**src/rtl/score_display_pkg.sv**
```systemverilog
// rtl/score_display_pkg.sv - shared types and constants for the score display scan controller
//
// Contents:
//   state_t         - scan sequencer states
//   SEG_OFF         - active-low all-segments-off pattern
//   SEG_DIGIT_0..9  - active-low 7-segment patterns, bit0=a ... bit6=g
//   MAX_DISPLAY     - largest value the two digits can show
//   saturate_score  - clamps a binary score to MAX_DISPLAY
package score_display_pkg;

    typedef enum logic [2:0] {
        S_LOAD,
        S_CONVERT,
        S_SCAN_TENS,
        S_BLANK_A,
        S_SCAN_ONES,
        S_BLANK_B
    } state_t;

    localparam logic [6:0] SEG_OFF     = 7'h7F;
    localparam logic [6:0] SEG_DIGIT_0 = 7'h40;
    localparam logic [6:0] SEG_DIGIT_1 = 7'h79;
    localparam logic [6:0] SEG_DIGIT_2 = 7'h24;
    localparam logic [6:0] SEG_DIGIT_3 = 7'h30;
    localparam logic [6:0] SEG_DIGIT_4 = 7'h19;
    localparam logic [6:0] SEG_DIGIT_5 = 7'h12;
    localparam logic [6:0] SEG_DIGIT_6 = 7'h02;
    localparam logic [6:0] SEG_DIGIT_7 = 7'h78;
    localparam logic [6:0] SEG_DIGIT_8 = 7'h00;
    localparam logic [6:0] SEG_DIGIT_9 = 7'h10;

    localparam int MAX_DISPLAY = 99;

    // Radix step used by the repeated-subtract converter.
    localparam logic [6:0] CONV_STEP = 7'd10;

    // The caller zero-extends its score to 32 bits so any SCORE_WIDTH up
    // to 32 shares one comparison.
    function automatic logic [6:0] saturate_score(input logic [31:0] score);
        if (score > 32'(MAX_DISPLAY)) begin
            return 7'(MAX_DISPLAY);
        end
        return score[6:0];
    endfunction

endpackage

```
**src/rtl/score_display_scan_controller_decoder.sv**
```systemverilog
// rtl/score_display_scan_controller_decoder.sv - 4-bit to active-low 7-segment decoder
//
// Ports:
//   i_value    [3:0] - BCD digit; 10..15 decode to all segments off
//   o_segments [6:0] - active-low segment pattern, bit0=a ... bit6=g
module seg_digit_decoder
    import score_display_pkg::*;
(
    input  logic [3:0] i_value,
    output logic [6:0] o_segments
);

    always_comb begin
        o_segments = SEG_OFF;
        case (i_value)
            4'd0:    o_segments = SEG_DIGIT_0;
            4'd1:    o_segments = SEG_DIGIT_1;
            4'd2:    o_segments = SEG_DIGIT_2;
            4'd3:    o_segments = SEG_DIGIT_3;
            4'd4:    o_segments = SEG_DIGIT_4;
            4'd5:    o_segments = SEG_DIGIT_5;
            4'd6:    o_segments = SEG_DIGIT_6;
            4'd7:    o_segments = SEG_DIGIT_7;
            4'd8:    o_segments = SEG_DIGIT_8;
            4'd9:    o_segments = SEG_DIGIT_9;
            default: o_segments = SEG_OFF;
        endcase
    end

endmodule

```
**src/rtl/score_display_scan_controller.sv**
```systemverilog
// rtl/score_display_scan_controller.sv - two-digit multiplexed 7-segment score display scanner
//
// Snapshots the score once per frame, converts it to tens/ones by repeated
// subtraction of ten, then drives tens, a blank gap, ones and another blank
// gap on a shared active-low segment bus.
//
// Optional feature macro: SCORE_DISPLAY_LZB_EN (leading-zero blanking of
// the tens digit).
//
// Ports:
//   i_clk          - system clock
//   i_rst          - asynchronous active-high reset
//   i_score        - binary score, sampled once per frame in LOAD
//   i_blank        - forces all segments off (one cycle latency), scanning continues
//   o_segments     - active-low segments, bit0=a ... bit6=g
//   o_digit        - digit select, 0 = tens (left), 1 = ones (right)
//   o_frame_start  - one-cycle pulse after a new snapshot is latched
module score_display_scan_controller #(
    parameter int SCORE_WIDTH    = 7,
    parameter int CLKS_PER_DIGIT = 25000,
    parameter int BLANK_CLKS     = 250
) (
    input  logic                   i_clk,
    input  logic                   i_rst,
    input  logic [SCORE_WIDTH-1:0] i_score,
    input  logic                   i_blank,
    output logic [6:0]             o_segments,
    output logic                   o_digit,
    output logic                   o_frame_start
);

    import score_display_pkg::*;

    localparam int CNT_MAX = (CLKS_PER_DIGIT > BLANK_CLKS) ? CLKS_PER_DIGIT : BLANK_CLKS;
    localparam int CNT_W   = $clog2(CNT_MAX);

    localparam logic [CNT_W-1:0] DIGIT_LOAD = CNT_W'(CLKS_PER_DIGIT - 1);
    localparam logic [CNT_W-1:0] BLANK_LOAD = CNT_W'(BLANK_CLKS - 1);

    state_t           r_state;
    logic [6:0]       r_snap;
    logic [3:0]       r_tens;
    logic [3:0]       r_ones;
    logic [CNT_W-1:0] r_cnt;

    logic [31:0]      w_score_ext;
    logic [6:0]       w_score_sat;
    logic [3:0]       w_dec_in;
    logic [6:0]       w_dec_seg;
    logic [6:0]       w_tens_seg;
    logic [6:0]       w_ones_seg;
    logic             w_cnt_done;

    assign w_score_ext = 32'(i_score);
    assign w_score_sat = saturate_score(w_score_ext);
    assign w_cnt_done  = (r_cnt == '0);

    // One decoder serves both digits: the tens value is needed while
    // finishing conversion or holding SCAN_TENS, the ones value otherwise.
    assign w_dec_in = ((r_state == S_CONVERT) || (r_state == S_SCAN_TENS)) ? r_tens : r_ones;

    seg_digit_decoder u_decoder (
        .i_value    (w_dec_in),
        .o_segments (w_dec_seg)
    );

`ifdef SCORE_DISPLAY_LZB_EN
    assign w_tens_seg = (i_blank || (r_tens == 4'd0)) ? SEG_OFF : w_dec_seg;
`else
    assign w_tens_seg = i_blank ? SEG_OFF : w_dec_seg;
`endif
    assign w_ones_seg = i_blank ? SEG_OFF : w_dec_seg;

    // Each branch registers the outputs belonging to the state being
    // entered, so the decoded digit is visible in the first scan cycle.
    always_ff @(posedge i_clk or posedge i_rst) begin
        if (i_rst) begin
            r_state       <= S_LOAD;
            r_snap        <= '0;
            r_tens        <= '0;
            r_ones        <= '0;
            r_cnt         <= '0;
            o_segments    <= SEG_OFF;
            o_digit       <= 1'b0;
            o_frame_start <= 1'b0;
        end else begin
            o_frame_start <= 1'b0;
            case (r_state)
                S_LOAD: begin
                    r_snap        <= w_score_sat;
                    r_tens        <= '0;
                    r_state       <= S_CONVERT;
                    o_frame_start <= 1'b1;
                    o_segments    <= SEG_OFF;
                    o_digit       <= 1'b0;
                end
                S_CONVERT: begin
                    o_digit <= 1'b0;
                    if (r_snap >= CONV_STEP) begin
                        r_snap     <= r_snap - CONV_STEP;
                        r_tens     <= r_tens + 4'd1;
                        o_segments <= SEG_OFF;
                    end else begin
                        r_ones     <= r_snap[3:0];
                        r_cnt      <= DIGIT_LOAD;
                        r_state    <= S_SCAN_TENS;
                        o_segments <= w_tens_seg;
                    end
                end
                S_SCAN_TENS: begin
                    o_digit <= 1'b0;
                    if (w_cnt_done) begin
                        r_cnt      <= BLANK_LOAD;
                        r_state    <= S_BLANK_A;
                        o_segments <= SEG_OFF;
                    end else begin
                        r_cnt      <= r_cnt - 1'b1;
                        o_segments <= w_tens_seg;
                    end
                end
                S_BLANK_A: begin
                    if (w_cnt_done) begin
                        r_cnt      <= DIGIT_LOAD;
                        r_state    <= S_SCAN_ONES;
                        o_segments <= w_ones_seg;
                        o_digit    <= 1'b1;
                    end else begin
                        r_cnt      <= r_cnt - 1'b1;
                        o_segments <= SEG_OFF;
                        o_digit    <= 1'b0;
                    end
                end
                S_SCAN_ONES: begin
                    o_digit <= 1'b1;
                    if (w_cnt_done) begin
                        r_cnt      <= BLANK_LOAD;
                        r_state    <= S_BLANK_B;
                        o_segments <= SEG_OFF;
                    end else begin
                        r_cnt      <= r_cnt - 1'b1;
                        o_segments <= w_ones_seg;
                    end
                end
                S_BLANK_B: begin
                    o_segments <= SEG_OFF;
                    if (w_cnt_done) begin
                        r_state <= S_LOAD;
                        o_digit <= 1'b0;
                    end else begin
                        r_cnt   <= r_cnt - 1'b1;
                        o_digit <= 1'b1;
                    end
                end
                default: begin
                    r_state    <= S_LOAD;
                    o_segments <= SEG_OFF;
                    o_digit    <= 1'b0;
                end
            endcase
        end
    end

endmodule

```
**config.mk**
```make
export PLATFORM = sky130hd
export DESIGN_NAME = score_display_scan_controller
export DESIGN_NICKNAME = d
export VERILOG_FILES = /design/src/rtl/score_display_pkg.sv /design/src/rtl/score_display_scan_controller_decoder.sv /design/src/rtl/score_display_scan_controller.sv
export SDC_FILE = /design/constraint.sdc
export NUM_CORES = 1
export LEC_CHECK = 0
export ABC_AREA = 1
export CORE_ASPECT_RATIO = 1.4
export CORE_UTILIZATION = 40
export CTS_BUF_LIST = sky130_fd_sc_hd__clkbuf_16
export DETAILED_ROUTE_END_ITERATION = 10
export GPL_TIMING_DRIVEN = 0
export SLEW_MARGIN = 15
export SYNTH_ARGS = -nofsm -noshare
export SYNTH_HDL_FRONTEND = slang
export SYNTH_SLANG_ARGS = --single-unit
```
**constraint.sdc**
```tcl
create_clock -name i_clk -period 4.9 [get_ports i_clk]
set_input_delay 0.98 -clock i_clk [delete_from_list [all_inputs] [get_ports i_clk]]
set_output_delay 0.98 -clock i_clk [all_outputs]
set_load 0.005 [all_outputs]
```
# After elaboration in Yosys (flattened, before gate mapping)
# Memories as Yosys holds them, arrays and structs flattened.
# Index checks and enable logic that the tools add are counted.
[totals]
reg_bits = 42
n_memories = 1
elab_cells = 65
mem_bits_ro = 112
output_inout_bits = 9
[memory_table]
columns = ["name", "depth", "width", "rd", "rd_ports_with_merged_regs", "write_ports", "line_no", "source"]
rows = [
  ["(no name shown)", 16, 7, 1, 0, 0, "score_display_scan_controller_decoder.sv:15", "case (i_value)"],
]
[classes]
reduce_logical = 10
magnitude_cmp = 2
eq_ne = 12
add_sub_neg = 3
bitwise = 1
mux = 28
[op_table]
columns = ["op", "count"]
rows = [
  ["15-bit 2-to-1 mux", 4],
  ["15-bit one-hot mux with 4 select lines", 1],
  ["7-bit 2-to-1 mux", 7],
  ["7-bit one-hot mux with 3 select lines", 1],
  ["3-bit one-hot mux with 6 select lines", 1],
  ["15-bit zero test", 1],
  ["3-bit 2-to-1 mux", 5],
  ["15-bit by 1-bit subtractor with 15-bit output (second input constant)", 1],
  ["7-bit one-hot mux with 2 select lines", 1],
  ["2-bit != test (second input constant)", 6],
  ["4-bit 2-to-1 mux", 2],
  ["4-bit one-hot mux with 2 select lines", 1],
  ["7-bit by 4-bit >= comparator with 1-bit output (second input constant)", 1],
  ["7-bit greater-than comparator (second input constant)", 1],
  ["7-bit by 4-bit subtractor with 7-bit output (second input constant)", 1],
  ["3-bit by 2-bit == test with 1-bit output (second input constant)", 2],
  ["3-bit == test (second input constant)", 2],
  ["5-bit AND reduction", 1],
  ["4-bit by 1-bit adder with 4-bit output (second input constant)", 1],
  ["1-bit 2-to-1 mux", 4],
  ["2-bit AND reduction", 2],
  ["4-bit nonzero test", 1],
  ["3-bit by 1-bit == test with 1-bit output (second input constant)", 1],
  ["3-bit zero test", 1],
  ["7 further kinds", 7],
]

# Logic depth before layout (Yosys ltp)
# Gate-level depths: netlist (run 1).
# An unclocked memory read counts as a cell.
[logic_depth]
depth_word = 7
depth_mapped = 13
depth_no_buf = 13

# Cells and area by module
# Synthesis (run 1) repeated with hierarchy kept, for this count alone.
[unflattened]
hier_cells = 352
area_unflattened_um2 = 2630.0
[modules_own_cells]
columns = ["mod", "cells_each", "instances", "area_each_um2"]
rows = [
  ["score_display_scan_controller", 317, 1, 2442.3],
  ["seg_digit_decoder", 35, 1, 187.7],
]

# Worst setup path before layout (run 1)
# OpenSTA, ideal clock, no wires.
[synth_path]
path_type = "input-to-reg"
from = "input i_score[5]"
to = "register r_snap[1]"
cell_stages = 5
required_ns = 4.817
path_slack_ns = 3.208
arrival_ns = 1.609
cell_sequence = "nand2_1 or2_2 nand3b_1 o21ai_0 o21ai_0"
[synth_via]
elab_chain_cells = 4
[synth_rtl]
columns = ["element", "line_no", "source"]
rows = [
  ["start, declared", "score_display_scan_controller.sv:25", "input logic [SCORE_WIDTH-1:0] i_score,"],
  ["7-bit greater-than comparator", "score_display_pkg.sv:40", "if (score > 32'(MAX_DISPLAY)) begin"],
  ["1-bit 2-to-1 mux", "score_display_pkg.sv:40", ""],
  ["7-bit 2-to-1 mux", "score_display_pkg.sv:43", "return score[6:0];"],
  ["7-bit one-hot mux with 2 select lines", "score_display_scan_controller.sv:88", "case (r_state)"],
  ["end signal, assigned", "score_display_scan_controller.sv:90", "r_snap <= w_score_sat;"],
  ["end signal, assigned", "score_display_scan_controller.sv:100", "r_snap <= r_snap - CONV_STEP;"],
  ["end, declared", "score_display_scan_controller.sv:41", "logic [6:0] r_snap;"],
]
# No other way between the ends.
# A chain may end at the register's enable or synchronous reset.

# Worst setup path after layout (run 1)
[layout_path]
from = "register o_segments[1]"
to = "output o_segments[1]"
[layout_rtl]
columns = ["element", "line_no", "source"]
rows = [
  ["start, declared", "score_display_scan_controller.sv:27", "output logic [6:0] o_segments,"],
  ["start signal, assigned", "score_display_scan_controller.sv:107", "o_segments <= w_tens_seg;"],
  ["start signal, assigned", "score_display_scan_controller.sv:118", "o_segments <= w_tens_seg;"],
  ["start signal, assigned", "score_display_scan_controller.sv:125", "o_segments <= w_ones_seg;"],
]
# No word-level cell between the ends.

==> results.ini, run 1 <==
[routing]
detail_route.wirelength_um=5670
dr.first_iter.drc_count=145
remaining_drc_errors=0
drt-wirelength-per-cell_um=12.4
vias=2301
detailedRoute.firstPassIterationCount=4
route.detailed.vias_per_inst=5.04
route.antenna.remaining_nets=0

[die]
core-area_sq_um=6250
die_w_um=70.4
die_height_um=97.8
num_rows=34
top_level_ports=19
start_util_pct=41.9
die_area_sq_um=6890

[grt]
groute.usage.overall_pct=18.5
grt_first_pass_wirelength_um=10200
initial_antenna_violation_count=0
first_global_vias=2262
gr-total-overflow=0
maximum_number_of_pins_on_one_net_before_global_route_repair=24

[pwr]
vdd_ir_drop_max_mv=0.214
sequential_share_of_power_pct=29.9
switching_share_pct=45.7
power.net_switching_w=0.000838
clock_power_share_pct=17.1
report.power.total_w=0.00183
pwr-share-comb_pct=52.9
p_int_w=0.000995
leakage_nw=1.50
power_density_nw_per_um2=599

[cts]
worst_skew_pair.late_latency_ps=280
number_of_cts_inserted_buffers=5
tritoncts_clock_tree=yes
cts_max_path_buffers=2
cts_post_setup_buffers_inserted=0
htree_num_levels=2
cts-resized-gates=0
number_of_sinks_handled_by_clock_tree_synthesis=42
clk_transition_reported_paths_ps=60
cts-hold-fix-buffers=0
clockRootBuffer=clkbuf_16

[layout]
post_layout_nonfiller_instances=457
multiInputGateArea_sq_um=1350
layout-area-overhead-vs-synth_pct=16.6
antenna_cells_inserted=0
fillers=654
finish.net_count=403
ff_latch_area_sq_um=1060
finalInstanceArea_sq_um=3060
final_layout_size_suffix_gt1_share_pct=10.6

[logic_synthesis]
synth-xor-area-share_pct=2.67
synthFlopType=dfrtp_1
synth_enable_flop_cells=0
synth_area_per_cell_sq_um=7.32
combinational_family_with_the_most_area_after_synthesis=simple AND/OR/NAND/NOR gates
share_of_the_synthesized_area_in_compound_gates_ao_oa_aoi_oai_pct=9.36
yosysWarnings=0
yosys_register_bits=42
synth-simple-area-share_pct=35.3
synth.net_count=377
synth_cell_type_count=35
synth.yosys.seq_area_share_pct=40.4
synthCells=358
yosys-mux-area-fraction_pct=0
synth_async_sr_flop_share_pct=100
synthesis.area_sq_um=2620
synth_fa_ha_area_share_pct=4.30

[setup_path]
reg2reg_setup_slack_ps=2940
worstPathMaxFanout=1
setup.worst_path.start_class=register
critical_path.max_stage_delay_ps=520
crit_buf_inv=1
setup.worst_path.class=register to output port
critPathRequiredTime_ps=3920
r2r_start=r_snap[1]
critPathTopFamily=flip-flops
timing.critical_path.arrival_ps=1300
critical_path.cell_chain=clkdlybuf4s50_1
critPathCaptureType=output port
worst_r2r_endpoint=r_cnt[13]
timing.critical_path.slowest_stage_cell=dfstp_2
reg2reg_depth=11

[min_path]
worstHoldEndpoint=r_ones[2]
holdCritPathClass=register to register
hold_path_depth=2
worst_hold_startpoint=r_ones[2]

[sta]
slew_worst_pin_ps=480
slew_headroom_pct=67.8
final_max_slew_viol_count=0
highest_clock_rate_ghz=0.439
clock-skew-final_ps=4.37
unrepaired_setup_endpoints_after_global_routing=no
report.final.hold_viol_count=0
totalNegativeSetupSlack_ps=0
finalSetupViolations=0
layout_min_cycle_time_ps=2280
period_share_pct=46.5
setup_slack_ps=2620

[placed_design]
place.detailed.instances=449
port_buffers=18
detailedPlace.worstSlack_ps=2570
hpwlAfterDp_um=4500
gpl_wtd_cong=0.832
placement.cell_area_sq_um=2920

[job]
max_cap_viol_count=0

[status]
result_of_the_run=finished clean

## stage by stage
step | hold WS (ps) | util, %
after global routing | 545 | 48.9
after CTS | 491 | 48.9
after detailed placement | 476 | 46.7
final | 485 | 48.9
after floorplan | 454 | -
after global placement | 471 | 46.2
## registers in the layout, summed over array words and instances (netlist names)
signal / cells
o_frame_start: 1
o_digit: 1
r_ones: 4
o_segments: 7
r_state: 3
r_snap: 7
r_cnt: 15
r_tens: 4
## area by class of cell
cell class              instances  area share (%)
plain buffers                   3           0.655
well taps                      72            2.95
clock inverters                 3           0.409
inverters                      50            6.14
multi-input cells             263            44.3
repair buffers                 19            6.79
clock buffers                   5            4.09
flip-flops and latches         42            34.7
## cells in the mapped netlist (2+ instances only)
master | n | area [sq um]
inv_1 | 44 | 165
nor2_2 | 4 | 25.0
nor2_1 | 39 | 146
nand3_1 | 39 | 195
nand2_1 | 91 | 342
inv_2 | 6 | 22.5
dfstp_2 | 7 | 184
nand3_4 | 2 | 35.0
o21ai_1 | 7 | 35.0
o21ai_2 | 2 | 17.5
dfrtp_1 | 35 | 876
o21ai_0 | 18 | 90.1
nand4_1 | 8 | 50.1
a21oi_1 | 9 | 45.0
xor2_1 | 7 | 61.3
ha_1 | 9 | 113
nor2_4 | 2 | 22.5
nand2_2 | 5 | 31.3
a21boi_1 | 2 | 15.0
a21boi_0 | 3 | 22.5
nor3_1 | 5 | 25.0
## power by group through the flow
stage          clock (W)  sequential, W  combinational, W
2_1_floorplan          0       0.000539          0.000736
3_3_place_gp           0       0.000552          0.000961
3_5_place_dp           0       0.000554          0.000976
4_1_cts         0.000321       0.000549          0.000980
5_1_grt         0.000337       0.000565           0.00112
6_report        0.000314       0.000548          0.000970
## placed cells by master, fill, tap and decap left out, types with 7 or more instances in the layout
master / n
a21oi_1: 9
clkdlybuf4s50_1: 18
dfrtp_1: 35
dfstp_2: 7
ha_1: 9
inv_1: 44
inv_2: 7
nand2_1: 91
nand3_1: 39
nand4_1: 8
nor2_1: 39
o21ai_0: 18
o21ai_1: 7
xor2_1: 7
## cell families after synthesis
kind of cell,count (synthesis)
compound gates,44
simple gates,202
fa+ha+maj,9
flops,42
buf+inv,53
xor+xnor,8
## layer usage
layer	track usage (%)	share of wire, %	vias to the layer above
li1	-	-	1199
met1	21.8	44	1066
met2	31.9	51	27
met3	3.72	2.5	9
met4	8.62	2.7	0
met5	0	0	-
## worst max-delay path by stage
stage	slack [ps]	to	start	cells after the start
2_1_floorplan	2960	o_digit	i_rst	1
3_3_place_gp	2010	o_frame_start	i_rst	2
6_report	2620	o_segments[1]	o_segments[1]	1
3_5_place_dp	2570	r_snap[1]	i_score[6]	6
4_1_cts	2600	o_segments[1]	o_segments[1]	1
5_1_grt	2590	o_segments[1]	o_segments[1]	1
## worst reg2reg max path: stages, from the launching register on
cell and delay [ps]:
dfrtp_1 400, inv_1 100, ha_1 190, nor2_1 90
nor2_2 180, nand2_1 170, nand2_4 160, nand3_4 150
buf_6 190, nand2_1 60, inv_1 40, a21oi_1 140
(Power assumes the default switching activity.)
==> inputs of run 2 (changes only) <==
==> constraint.sdc (replaced) <==
create_clock -name i_clk -period 2.3 [get_ports i_clk]
set_input_delay 0.46 -clock i_clk [delete_from_list [all_inputs] [get_ports i_clk]]
set_output_delay 0.46 -clock i_clk [all_outputs]
set_load 0.005 [all_outputs]
==> results of run 2 <==
The final DEF is identical to that of run 1. Status: finished clean.
Among the figures that moved: setup slack after placement 2570 ps -> 336 ps; setup slack after layout 2620 ps -> 339 ps; start point of the critical path o_segments[1] -> r_snap[1]; end point of the critical path o_segments[1] -> r_cnt[13]; register-to-register setup slack 2940 ps -> 340 ps; total power 0.00183 W -> 0.00390 W; worst IR drop on VDD 0.214 mV -> 0.455 mV
